`src/rtl/ahb_arbiter_param.sv`:
```
// rtl/ahb_arbiter_param.sv - parametrised AHB bus arbiter with fixed-priority and round-robin modes
module ahb_arbiter_param #(
    parameter int MasNum    = 4,
    parameter int PrioW     = 2,
    parameter int DefMaster = 0,
    localparam int MW       = (MasNum > 1) ? $clog2(MasNum) : 1
) (
    input  logic                    i_hclk,
    input  logic                    i_hreset_n,
    input  logic [MasNum-1:0]       i_hbusreq,
    input  logic [MasNum-1:0]       i_hlock,
    input  logic [MasNum*PrioW-1:0] i_hprior,
    input  logic                    i_rr_mode,
    input  logic [1:0]              i_htrans,
    input  logic [2:0]              i_hburst,
    input  logic                    i_hready,
    output logic [MasNum-1:0]       o_hgrant,
    output logic [MW-1:0]           o_hmaster,
    output logic                    o_hmastlock
);

    localparam logic [1:0] HT_IDLE   = 2'd0;
    localparam logic [1:0] HT_BUSY   = 2'd1;
    localparam logic [1:0] HT_NONSEQ = 2'd2;
    localparam logic [1:0] HT_SEQ    = 2'd3;

    localparam logic [MasNum-1:0] DEF_GRANT = MasNum'(1) << DefMaster;
    localparam logic [MW-1:0]     DEF_IDX   = MW'(DefMaster);
    localparam logic [MW:0]       NUM_M     = (MW+1)'(MasNum);

    logic [MasNum-1:0] r_hgrant;
    logic [MW-1:0]     r_hmaster;
    logic              r_hmastlock;
    logic [4:0]        r_rem;
    logic [MW-1:0]     r_rr_ptr;

    logic [MW-1:0]     w_grant_idx;
    logic [MW-1:0]     w_fp_idx;
    logic [PrioW-1:0]  w_fp_prio;
    logic              w_fp_found;
    logic [MW-1:0]     w_rr_idx;
    logic              w_rr_found;
    logic              w_any_req;
    logic [MW-1:0]     w_win_idx;
    logic [MW-1:0]     w_rr_next;
    logic [4:0]        w_next_rem;
    logic              w_lock_hold;
    logic              w_arb_en;

    assign o_hgrant    = r_hgrant;
    assign o_hmaster   = r_hmaster;
    assign o_hmastlock = r_hmastlock;

    assign w_any_req   = |i_hbusreq;

    // Encode the one-hot grant register into the index of the current owner
    always_comb begin
        w_grant_idx = '0;
        for (int i = 0; i < MasNum; i++) begin
            if (r_hgrant[i]) begin
                w_grant_idx = MW'(i);
            end
        end
    end

    // Fixed priority: strictly greater priority wins, so ties stay with the lowest index
    always_comb begin
        w_fp_idx   = '0;
        w_fp_prio  = '0;
        w_fp_found = 1'b0;
        for (int i = 0; i < MasNum; i++) begin
            if (i_hbusreq[i] && (!w_fp_found || (i_hprior[i*PrioW +: PrioW] > w_fp_prio))) begin
                w_fp_found = 1'b1;
                w_fp_prio  = i_hprior[i*PrioW +: PrioW];
                w_fp_idx   = MW'(i);
            end
        end
    end

    // Round robin: first requester scanning upward from the pointer, wrapping at MasNum
    always_comb begin
        logic [MW:0] v_pos;
        v_pos      = '0;
        w_rr_idx   = '0;
        w_rr_found = 1'b0;
        for (int k = 0; k < MasNum; k++) begin
            v_pos = {1'b0, r_rr_ptr} + (MW+1)'(k);
            if (v_pos >= NUM_M) begin
                v_pos = v_pos - NUM_M;
            end
            if (!w_rr_found && i_hbusreq[v_pos[MW-1:0]]) begin
                w_rr_found = 1'b1;
                w_rr_idx   = v_pos[MW-1:0];
            end
        end
    end

    // Pick the winner for the active mode; the default master parks the bus when idle
    always_comb begin
        logic [MW:0] v_nxt;
        if (!w_any_req) begin
            w_win_idx = DEF_IDX;
        end else if (i_rr_mode) begin
            w_win_idx = w_rr_idx;
        end else begin
            w_win_idx = w_fp_idx;
        end
        v_nxt = {1'b0, w_win_idx} + {{MW{1'b0}}, 1'b1};
        if (v_nxt >= NUM_M) begin
            v_nxt = '0;
        end
        w_rr_next = v_nxt[MW-1:0];
    end

    // Remaining-beat count after this edge; fixed bursts load len-1, IDLE aborts
    always_comb begin
        w_next_rem = r_rem;
        if (i_hready) begin
            case (i_htrans)
                HT_IDLE: w_next_rem = 5'd0;
                HT_BUSY: w_next_rem = r_rem;
                HT_NONSEQ: begin
                    case (i_hburst)
                        3'd2, 3'd3: w_next_rem = 5'd3;
                        3'd4, 3'd5: w_next_rem = 5'd7;
                        3'd6, 3'd7: w_next_rem = 5'd15;
                        default:    w_next_rem = 5'd0;
                    endcase
                end
                HT_SEQ: w_next_rem = (r_rem != 5'd0) ? (r_rem - 5'd1) : 5'd0;
                default: w_next_rem = r_rem;
            endcase
        end
    end

    // Re-arbitrate only at the last-but-one beat of a burst and never inside a live lock
    always_comb begin
        w_lock_hold = i_hlock[w_grant_idx] & i_hbusreq[w_grant_idx];
        w_arb_en    = i_hready & (w_next_rem <= 5'd1) & ~w_lock_hold;
    end

    // Grant, address-phase owner, lock flag, burst counter and round-robin pointer
    always_ff @(posedge i_hclk or negedge i_hreset_n) begin
        if (!i_hreset_n) begin
            r_hgrant    <= DEF_GRANT;
            r_hmaster   <= DEF_IDX;
            r_hmastlock <= 1'b0;
            r_rem       <= 5'd0;
            r_rr_ptr    <= '0;
        end else if (i_hready) begin
            r_rem       <= w_next_rem;
            r_hmaster   <= w_grant_idx;
            r_hmastlock <= i_hlock[w_grant_idx];
            if (w_arb_en) begin
                r_hgrant <= MasNum'(1) << w_win_idx;
                if (i_rr_mode && w_any_req) begin
                    r_rr_ptr <= w_rr_next;
                end
            end
        end
    end

endmodule

```
`config.mk`:
```
export PLATFORM = sky130hd
export DESIGN_NAME = ahb_arbiter_param
export DESIGN_NICKNAME = d
export VERILOG_FILES = /design/src/rtl/ahb_arbiter_param.sv
export SDC_FILE = /design/constraint.sdc
export NUM_CORES = 1
export LEC_CHECK = 0
export BUFFER_PORTS_ARGS = -buffer_cell sky130_fd_sc_hd__buf_2
export CAP_MARGIN = 20
export CORE_MARGIN = 2
export CORE_UTILIZATION = 52
export CTS_CLUSTER_SIZE = 20
export DETAILED_ROUTE_END_ITERATION = 12
export GPL_ROUTABILITY_DRIVEN = 0
export MAX_ROUTING_LAYER = met4
export PLACE_DENSITY = 0.79
export SLEW_MARGIN = 25
export SYNTH_ARGS = -nofsm -noshare
export SYNTH_HDL_FRONTEND = slang
export SYNTH_SLANG_ARGS = --single-unit
```
`constraint.sdc`:
```
create_clock -name i_hclk -period 3.71 [get_ports i_hclk]
set_input_delay 0.5565 -clock i_hclk [delete_from_list [all_inputs] [get_ports i_hclk]]
set_output_delay 0.5565 -clock i_hclk [all_outputs]
set_load 0.005 [all_outputs]
```
==> metrics.cfg <==
[drt]
drt_iter0_drc = 30
drc = 0
firstDrtPassIters = 5
vias = 1155
vias_per_cell = 5.662
routedWlPerCell_um = 15.52
detail-route-antenna-nets = 0
wl_um = 3166

[grt]
antenna_found_initial = 0
grt_pass1_vias = 1097
grt_usage = 0.2558
overflow = 0
grt_pass1_wl_um = 5009
grt_max_degree = 17

[floorplanning]
fp-row-count = 17
io_pins = 32
die_h_um = 51.96
initial_core_util = 0.5460
die_area_sq_mm = 0.002700
core_area_sq_mm = 0.002191
die_w_um = 51.96

[logic_synthesis]
synthArstFlopShare = 1.000
yosys_warnings = 0
yosys-top-cells-area = dfrtp_1, ha_1, mux2_2
synth-seq-cells = 14
synth_enable_flop_cells = 0
synth_nets = 169
synth_flop_cell = dfrtp_1
synth.avg_cell_area_sq_um = 8.994
synth_cell_types = 42
ys_seq_area_frac = 0.2939
synth_top_area_frac = 0.2720
synth_area_sq_mm = 0.001196
synthCells = 133
synth_common_cells = inv_1, dfrtp_1, nor2_1, o21ai_0, ha_1
synth.largest_area_cell = dfrtp_1
synth.most_common_cell = inv_1

[sta]
period_minus_slack_ns = 3.926
final.setup_skew_ns = 0.0009213
fin_ws_ns = -0.2159
finalHoldViolCount = 0
max_freq_ghz = 0.2547
finalCritPeriodShare = 1.058
hold_slack_ns = 0.1574
worst_pin_slew_ns = 0.5603
relSlewSlack = 0.6230
rsz0062_at_grt = yes
setup_viol = 5
slew_violations = 0

[critical_path]
critPathKind = input port to flop
cp.arrival_ns = 4.10
cp_max_fo = 3
cp_cell_sequence = buf_8, nand2_8, ha_4, nor2b_4, o21ai_2, a21boi_2, mux2_4, ha_4, nor2b_4, a2bb2oi_2, o21ai_2, nand2_1, o21ai_1, ha_1, nor2b_1, o21ai_1, o31ai_1, a21o_1, o21ai_2, inv_2, ha_4, mux2_4
reg2reg_to = r_rr_ptr[1]
cp_num_buf_inv = 2
critical-path-max-stage-delay_ns = 0.35
cp.required_ns = 3.88
startpoint_type = input port
timing.rr.start = r_rem[1]
reg2reg_depth = 8
worst_path_dominant_cell_family = compound AO/OA/AOI/OAI gates
endpoint_kind = flop
crit_slowest_cell = mux2_4
r2r_setup_slack_ns = 0.96

[layout]
final_cells = 204
area_growth_pct = 40.69
final_nets = 213
n_antenna_cell = 0
layout-drive-gt1-share = 0.4659
fillCellCount = 152

[cts]
holdBufCountCts = 0
clock_path_buffers = 2
htree_levels = 1
worstSkewPairLatency_ns = 0.28
cts_buffers = 3
clockRootBuffer = clkbuf_4
cts_tree = yes
numClockSinks = 14
clk_pin_slew_worst_paths_ns = 0.08

[place]
dpl.hpwl_um = 2151
dp.cells = 196
io_buffer_count = 30

[power_and_ir_drop]
power_density_mw_per_mm2 = 475.1
power.total_w = 0.0007996
ir_drop_uv = 602.3
power.leakage_nw = 0.7999

[outcome]
violations = negative setup slack
outcome = finished, violations left

[hold_path]
hp-class = input port to async pin

[run]
cap_violations = 0

==> layout make-up <==
type                            instances  area (sq um)  share of cell area
Tap cell                               28         35.03             0.02082
Sequential cell                        14         351.6              0.2089
Timing Repair Buffer                   42         270.3              0.1606
Inverter                               14         52.55             0.03123
Multi-Input combinational cell        102         937.1              0.5569
Clock buffer                            4         36.28             0.02156
==> cells in the final DEF (no fill, tap or decap), types with 6 or more instances in the layout <==
| cell type | instances |
|---|---|
| a21oi_1 | 7 |
| buf_2 | 27 |
| buf_4 | 11 |
| dfrtp_1 | 13 |
| ha_4 | 6 |
| inv_1 | 12 |
| mux2_4 | 6 |
| nand2_1 | 8 |
| nor2_1 | 11 |
| o21ai_0 | 6 |
==> logic make-up (layout without fill, tap and decap cells) <==
group / Yosys count / in the layout / share of synthesized area
and+or+nand+nor: 42 / 42 / 0.2092
AOI/OAI and AO/OA: 37 / 37 / 0.2092
buffers and inverters: 17 / 60 / 0.06066
DFF: 14 / 14 / 0.2939
adders and majority gates: 12 / 12 / 0.1234
muxes: 10 / 10 / 0.09623
xor gates and xnor gates: 1 / 1 / 0.007324
==> repair_timing <==
| item | CTS | global route |
|---|---|---|
| pin swaps | 15 | 14 |
| endpoints found under the setup margin | 5 | 6 |
| gates cloned | 0 | 0 |
| buffers inserted | 3 | 2 |
| resized for setup | 22 | 5 |
==> worst max-delay path by stage <==
stage                     slack, ns          from          end  cells after the start
after floorplan               -0.19  i_hbusreq[0]  r_rr_ptr[1]                     20
after global placement        -0.50  i_hbusreq[0]  o_hgrant[1]                     22
after detailed placement      -0.63  i_hbusreq[0]  o_hgrant[1]                     22
after CTS                     -0.15  i_hbusreq[0]  r_rr_ptr[1]                     21
after global routing          -0.41  i_hbusreq[0]  o_hgrant[3]                     23
final                         -0.22  i_hbusreq[0]  o_hgrant[3]                     22
==> state kept, by name, indices dropped and copies added, names as in the netlist <==
register     count
o_hmastlock      1
o_hmaster        2
o_hgrant         4
r_rr_ptr         2
r_rem            5
==> stage by stage <==
stage                     setup TNS [ns]  instance area [sq um]  utilization  setup WS, ns
after global placement            -2.378                   1501       0.6853       -0.4989
after detailed placement          -3.043                   1501       0.6853       -0.6256
after CTS                        -0.4860                   1647       0.7516       -0.1489
after floorplan                  -0.7107                   1276            -       -0.1866
after global routing              -1.978                   1683       0.7681       -0.4139
final                            -0.8395                   1683       0.7681       -0.2159
==> report_power, final <==
group          total, W  leakage, nW  internal, W  switching, W
Sequential     0.000278        0.174     0.000208     0.0000690
Combinational  0.000413        0.605     0.000230      0.000183
Clock          0.000109       0.0210    0.0000597     0.0000497
==> per-layer routing <==
metal	share of wire	global-route usage	routed length, um
met1	0.40	0.3002	1281
met2	0.54	0.4578	1716
met5	0	-	0
met4	0.0082	0.02193	26
met3	0.045	0.06322	142
Note: power is estimated with default switching activity, not from simulation.
